$ cat config.mk
export PLATFORM = sky130hd
export DESIGN_NAME = hlsm_job_driver
export DESIGN_NICKNAME = d
export VERILOG_FILES = /design/src/rtl/hlsm_job_driver.sv
export SDC_FILE = /design/constraint.sdc
export NUM_CORES = 1
export LEC_CHECK = 0
export CAP_MARGIN = 0
export CORE_ASPECT_RATIO = 0.9
export CORE_UTILIZATION = 42
export CTS_BUF_LIST = sky130_fd_sc_hd__clkbuf_16
export CTS_CLUSTER_DIAMETER = 100
export DETAILED_ROUTE_END_ITERATION = 16
export PLACE_DENSITY = 0.76
export REMOVE_ABC_BUFFERS = 1
export SETUP_SLACK_MARGIN = 0.2
export SYNTH_ARGS = -nofsm -noshare
export SYNTH_HDL_FRONTEND = slang
export SYNTH_SLANG_ARGS = --single-unit
$ cat constraint.sdc
create_clock -name Clk -period 11.9 [get_ports Clk]
set_clock_uncertainty 0.2 [all_clocks]
set_input_delay 1.785 -clock Clk [delete_from_list [all_inputs] [get_ports Clk]]
set_output_delay 1.785 -clock Clk [all_outputs]
set_load 0.05 [all_outputs]
$ cat src/rtl/hlsm_job_driver.sv
// rtl/hlsm_job_driver.sv - initiator side of the HLSM Start/Done handshake
//
// Collects one job as 9 serial operand beats (a..h, then sa) and holds them on
// op_*. It then pulses Start for one cycle and waits for Done. When Done arrives
// it captures avg_in and returns it on a valid/ready result stream. If Done
// never arrives, a timeout aborts the job and returns res_data=0 with
// res_timeout=1.
//
// Ports:
//   Clk, Rst                  clock (rising edge), async active-high reset
//   in_valid/in_ready/in_data operand beat stream, order a,b,c,d,e,f,g,h,sa
//   Start, Done, avg_in       HLSM handshake and result
//   op_a..op_h, op_sa         held operands, stable from Start through result
//   res_valid/res_ready       result stream
//   res_data, res_timeout     result value and its abort qualifier
//   busy                      high whenever a job is in flight (not LOAD)
//   proto_err                 sticky: Done observed outside WAIT_DONE
module hlsm_job_driver #(
    parameter int WIDTH   = 32,
    parameter int TIMEOUT = 32
) (
    input  logic             Clk,
    input  logic             Rst,
    input  logic             in_valid,
    output logic             in_ready,
    input  logic [WIDTH-1:0] in_data,
    output logic             Start,
    input  logic             Done,
    output logic [WIDTH-1:0] op_a,
    output logic [WIDTH-1:0] op_b,
    output logic [WIDTH-1:0] op_c,
    output logic [WIDTH-1:0] op_d,
    output logic [WIDTH-1:0] op_e,
    output logic [WIDTH-1:0] op_f,
    output logic [WIDTH-1:0] op_g,
    output logic [WIDTH-1:0] op_h,
    output logic [WIDTH-1:0] op_sa,
    input  logic [WIDTH-1:0] avg_in,
    output logic             res_valid,
    input  logic             res_ready,
    output logic [WIDTH-1:0] res_data,
    output logic             res_timeout,
    output logic             busy,
    output logic             proto_err
);

    localparam int            TW    = $clog2(TIMEOUT) + 1;
    localparam logic [TW-1:0] TLAST = TW'(TIMEOUT - 1);

    typedef enum logic [1:0] {
        LOAD      = 2'd0,
        START     = 2'd1,
        WAIT_DONE = 2'd2,
        RESP      = 2'd3
    } state_t;

    state_t           state;
    logic [3:0]       beat;
    logic [TW-1:0]    timer;
    logic [WIDTH-1:0] ops [9];

    assign op_a  = ops[0];
    assign op_b  = ops[1];
    assign op_c  = ops[2];
    assign op_d  = ops[3];
    assign op_e  = ops[4];
    assign op_f  = ops[5];
    assign op_g  = ops[6];
    assign op_h  = ops[7];
    assign op_sa = ops[8];

    always_ff @(posedge Clk or posedge Rst) begin
        if (Rst) begin
            state       <= LOAD;
            beat        <= '0;
            timer       <= '0;
            in_ready    <= 1'b0;
            Start       <= 1'b0;
            res_valid   <= 1'b0;
            res_data    <= '0;
            res_timeout <= 1'b0;
            busy        <= 1'b0;
            proto_err   <= 1'b0;
            for (int i = 0; i < 9; i++) begin
                ops[i] <= '0;
            end
        end else begin
            // The HLSM has no reset of its own, so a Done can show up at any
            // time; outside WAIT_DONE it is flagged and otherwise ignored.
            if (Done && state != WAIT_DONE) begin
                proto_err <= 1'b1;
            end

            case (state)
                LOAD: begin
                    // Registered ready: stays low for the first cycle after reset.
                    in_ready <= 1'b1;
                    if (in_valid && in_ready) begin
                        ops[beat] <= in_data;
                        if (beat == 4'd8) begin
                            beat     <= '0;
                            in_ready <= 1'b0;
                            Start    <= 1'b1;
                            busy     <= 1'b1;
                            state    <= START;
                        end else begin
                            beat <= beat + 4'd1;
                        end
                    end
                end

                START: begin
                    Start <= 1'b0;
                    timer <= '0;
                    state <= WAIT_DONE;
                end

                WAIT_DONE: begin
                    // The timer leaves this state at TLAST, so it cannot wrap.
                    timer <= timer + TW'(1);
                    if (Done) begin
                        res_data    <= avg_in;
                        res_timeout <= 1'b0;
                        res_valid   <= 1'b1;
                        state       <= RESP;
                    end else if (timer == TLAST) begin
                        res_data    <= '0;
                        res_timeout <= 1'b1;
                        res_valid   <= 1'b1;
                        state       <= RESP;
                    end
                end

                RESP: begin
                    if (res_ready) begin
                        res_valid <= 1'b0;
                        in_ready  <= 1'b1;
                        busy      <= 1'b0;
                        state     <= LOAD;
                    end
                end

                default: state <= LOAD;
            endcase
        end
    end

endmodule
## After elaboration in Yosys (flattened, before gate mapping)

Index checks and enable logic that the tools add are counted.

| word-level totals | value |
|---|---|
| register bits after elaboration | 338 |
| output and inout port bits | 326 |

| operators by class | value |
|---|---|
| add/sub/neg operators | 2 |
| $lt $le $gt $ge | 2 |
| equality and inequality tests | 10 |
| mux-type cells | 26 |
| bitwise logic cells | 1 |
| reductions and logical operators | 16 |

Operator list:

| operator | count |
|---|---|
| bitwise mux 288 bit | 1 |
| demux 32 bit (select 4 bit) | 1 |
| two-way mux 32 bit | 3 |
| case mux 6 bit (2 select lines) | 1 |
| two-way mux 2 bit | 5 |
| nonzero test 2 bit | 5 |
| two-way mux 1 bit | 9 |
| inequality test 2 bit, second input constant | 4 |
| case mux 1 bit (2 select lines) | 4 |
| case mux 2 bit (4 select lines) | 1 |
| AND reduction 4 bit | 2 |
| adder 6 x 1 -> 6 bit, second input constant | 1 |
| == test 6 x 5 -> 1 bit, second input constant | 1 |
| AND reduction 2 bit | 3 |
| AND reduction 3 bit | 2 |
| >= comparator 5 bit, second input constant | 1 |
| < comparator 5 x 1 -> 1 bit, second input constant | 1 |
| NOT 4 -> 5 bit | 1 |
| adder 4 x 1 -> 4 bit, second input constant | 1 |
| == test 2 bit, second input constant | 2 |
| == test 4 bit, second input constant | 1 |
| two-way mux 4 bit | 1 |
| logical AND 1 bit | 3 |
| inequality test 3 bit, second input constant | 1 |
| 2 further kinds | 2 |

## Depth between registers and ports, before layout

| depth | value |
|---|---|
| word-level depth | 6 |
| depth in mapped cells | 8 |
| gate-level depth less buffers | 6 |

## Least setup slack after synthesis

No wires, ideal clock.

| path | value |
|---|---|
| path kind | input to register |
| from | input port in_valid |
| to | register ops (netlist bit op_a[1]) |
| setup time | 0.125 ns |
| arrival | 2.702 ns |
| required time | 11.575 ns |
| setup slack | 8.873 ns |
| cell stages on the path | 4 |
| buffers on the path | 1 |
| cell sequence | nand3_2 nor3b_4 buf_6 mux2_2 |

| on the way | value |
|---|---|
| word-level cells in the longest chain between the ends | 2 |

RTL lines:

| element | RTL line | text |
|---|---|---|
| start: declaration | 24 | `input logic in_valid,` |
| logical AND 1 bit | 98 | `if (in_valid && in_ready) begin` |
| AND reduction 2 bit (no source line) | - |  |
| end signal: indexed assignment | 99 | `ops[beat] <= in_data;` |
| end: declaration | 60 | `logic [WIDTH-1:0] ops [9];` |

Every way passes these cells.
A chain may end at the register's enable or synchronous reset.

## Final worst setup path

| path | value |
|---|---|
| from | input port in_valid |
| to | register ops (netlist bit op_d[5]) |

Same word-level chain as after synthesis.

==> impl_results.md <==
- Status: finished, final reports clean
- Synth top area share: 65.5%
- CTS resizes: 0
- Synth Cell Area: 12,900 um2
- I/O pin cnt: between 300 and 400
- Largest delay share family, worst path: buffers and inverters
- Sequential fraction of the synthesis area: between 60% and 70%
- Clock tree from TritonCTS: built
- Most common cell after layout, fill and taps aside: clkdlybuf4s50_1
- Top cells by area, synth: dfrtp_1 (66%), mux2_2 (24%), a22o_1 (2.4%)
- Reg2reg end: op_d[5]
- Unrepaired setup endpoints after global routing: false
- WP buf/inv: 2
- Commonest non-fill, non-tap cells in the layout: clkdlybuf4s50_1 (394), dfrtp_1 (338), mux2_2 (279)
- Number of enable flip-flop cells after synthesis: 0
- CP max FO: 17
- Relative slew slack: 12.1%
- Post-synthesis register bit count: ~340
- Drt via density: a little over 5
- Drt pass-1 iters: 4
- Dpl ws: approximately 7400 ps
- Maximum clock path buffer count: 3
- First-pass GRT wire length: 53,800 um
- Clk slew on worst S/H paths: around 60 ps
- Drt drc: 0
- Met3 WL: roughly 2400 um
- Met2 routed WL: approximately 17,000 um
- Die span in x: ~190 um
- Ys flop type: dfrtp_1
- Worst Tran Pin Value: approximately 1300 ps
- Crit Reg-Reg Startpoint: state[1]
- Setup TNS: 0 ps
- R2R cell count: 7
- Cells after Synth: around 800
- Final setup vio count: 0
- CP required: between 10,000 and 15,000 ps
- Hold Path Cell Cnt: 1
- CTS root buffer: clkbuf_16
- Worst hold path type: register to register
- Postcts setup bufs: 0
- Synth Warn #: 0
- Max incr delay on CP: about 800 ps
- Cts hold-fix bufs: 0
- Count of final max-slew check failures: 0
- Final worst setup slack: between 7000 and 8000 ps
- Worst Hold Path EP: op_c[24]
- Slowest-stage cell, CP: nor3_4
- Routed Antenna Nets: 0
- Layout net count: approximately 1,300
- CTS sink cnt: about 340
- Worst Setup End Kind: register
- Fin. Hold Viols: 0
- Top Metal Used: met4
- GR Overflow Total: 0
- Avg WL per Cell: roughly 21 um
- H-tree lvl count: 2
- Share of layout cells above drive strength 1: between 20 and 30%
- Critical-path cell list: clkdlybuf4s50_1 > nand2_1 > nor3_4 > buf_4 > mux2_2
- DRT iter0 DRCs: 340
- HP Start: op_c[24]
- Max cap viols: 0
- CTS Buf Count: 36
- Die Footprint: 31,500 um2
- Total number of vias: roughly 8,300
- Ys async rst share: 100%
- Rows: 60
- Avg Cell Area, Syn: ~16 um2
- Critical path origin: in_valid
- Effective utilization at floorplan: 43.0%
- Fin crit share: roughly a third
- Detailed-routing wirelength on met1: around 14,000 um
- Antenna cell count: 0
- Cell variety after synth: 40
- Largest net degree at the start of global routing: about 170
- Worst path arrival time: approximately 4200 ps
- CP startpoint kind: input port
- Vias in the first global route: between 8,000 and 9,000
- DP HPWL: between 20,000 and 25,000 um
- Gpl congestion: roughly 0.76
- Antenna violations before repair: 0
- Synth-to-layout area growth: 41.6%
- Total Routed Length: roughly 34,000 um
- Yosys top cell by area: dfrtp_1
- Core box area: around 30,000 um2
- Crit Path Class: input port to register
- Worst R2R Setup Slack: slightly below 9000 ps
- Fmax: approximately 0.25 GHz
- Buffers on Ports: approximately 400
- Gr usage total: ~22%
- Chip height: 168 um
- Final min period: around 4000 ps
- Clk_lat worst skew: between 500 and 600 ps
==> routing by layer <==
metal  track usage [%]  up-vias
met3              6.42       53
li1                  -     3656
met5                 0        -
met4              7.02        0
met1              27.9     4297
met2              36.6      256
==> through the flow <==
step                      area, um2  utilization (%)  hold slack, ps  cells
after floorplan               12600                -             268    758
after global placement        17200             57.4             245   1566
after detailed placement      17200             57.4             248   1566
after CTS                     18300             60.9             283   1627
after global routing          18300             60.9             306   1627
final                         18300             60.9             287   1627
==> logic make-up after synthesis <==
| logic type | share of synthesized area (%) |
|---|---|
| flip-flops | 65.5 |
| multiplexers | 25.3 |
| AO/OA/AOI/OAI | 3.36 |
| AND/OR/NAND/NOR | 2.47 |
| buffers and inverters | 2.38 |
| adder cells (fa/ha/maj) | 0.872 |
| XOR/XNOR | 0.136 |
==> how the worst max path moves through the flow <==
stage                          end  depth (start not counted)
final                      op_d[5]                          5
after CTS                  op_d[5]                          5
after global placement     op_d[6]                          5
after floorplan              Start                          1
after global routing      op_d[16]                          5
after detailed placement   op_d[5]                          5
==> Yosys cell counts, drive strengths merged, types with 4 or more instances <==
cell and n:
nor3 4, nand2 14, a22o 36, nand2b 4
mux2 288, dfrtp 338, ha 9, o21ai 9
nand3 10, clkbuf 6, buf 34, inv 10
nor2 11
==> area by class of cell <==
class	instances	area, um2
sequential	338	8460
clock buffer	37	926
multi-input combinational	410	4190
inverter	10	45.0
clock inverter	24	118
timing repair buffer	405	4040
tap	403	504
fill	2385	11700
Power is left out: the tool's default activity adds up to more than one toggle a clock period on the data nets, which glitch-free logic cannot reach.
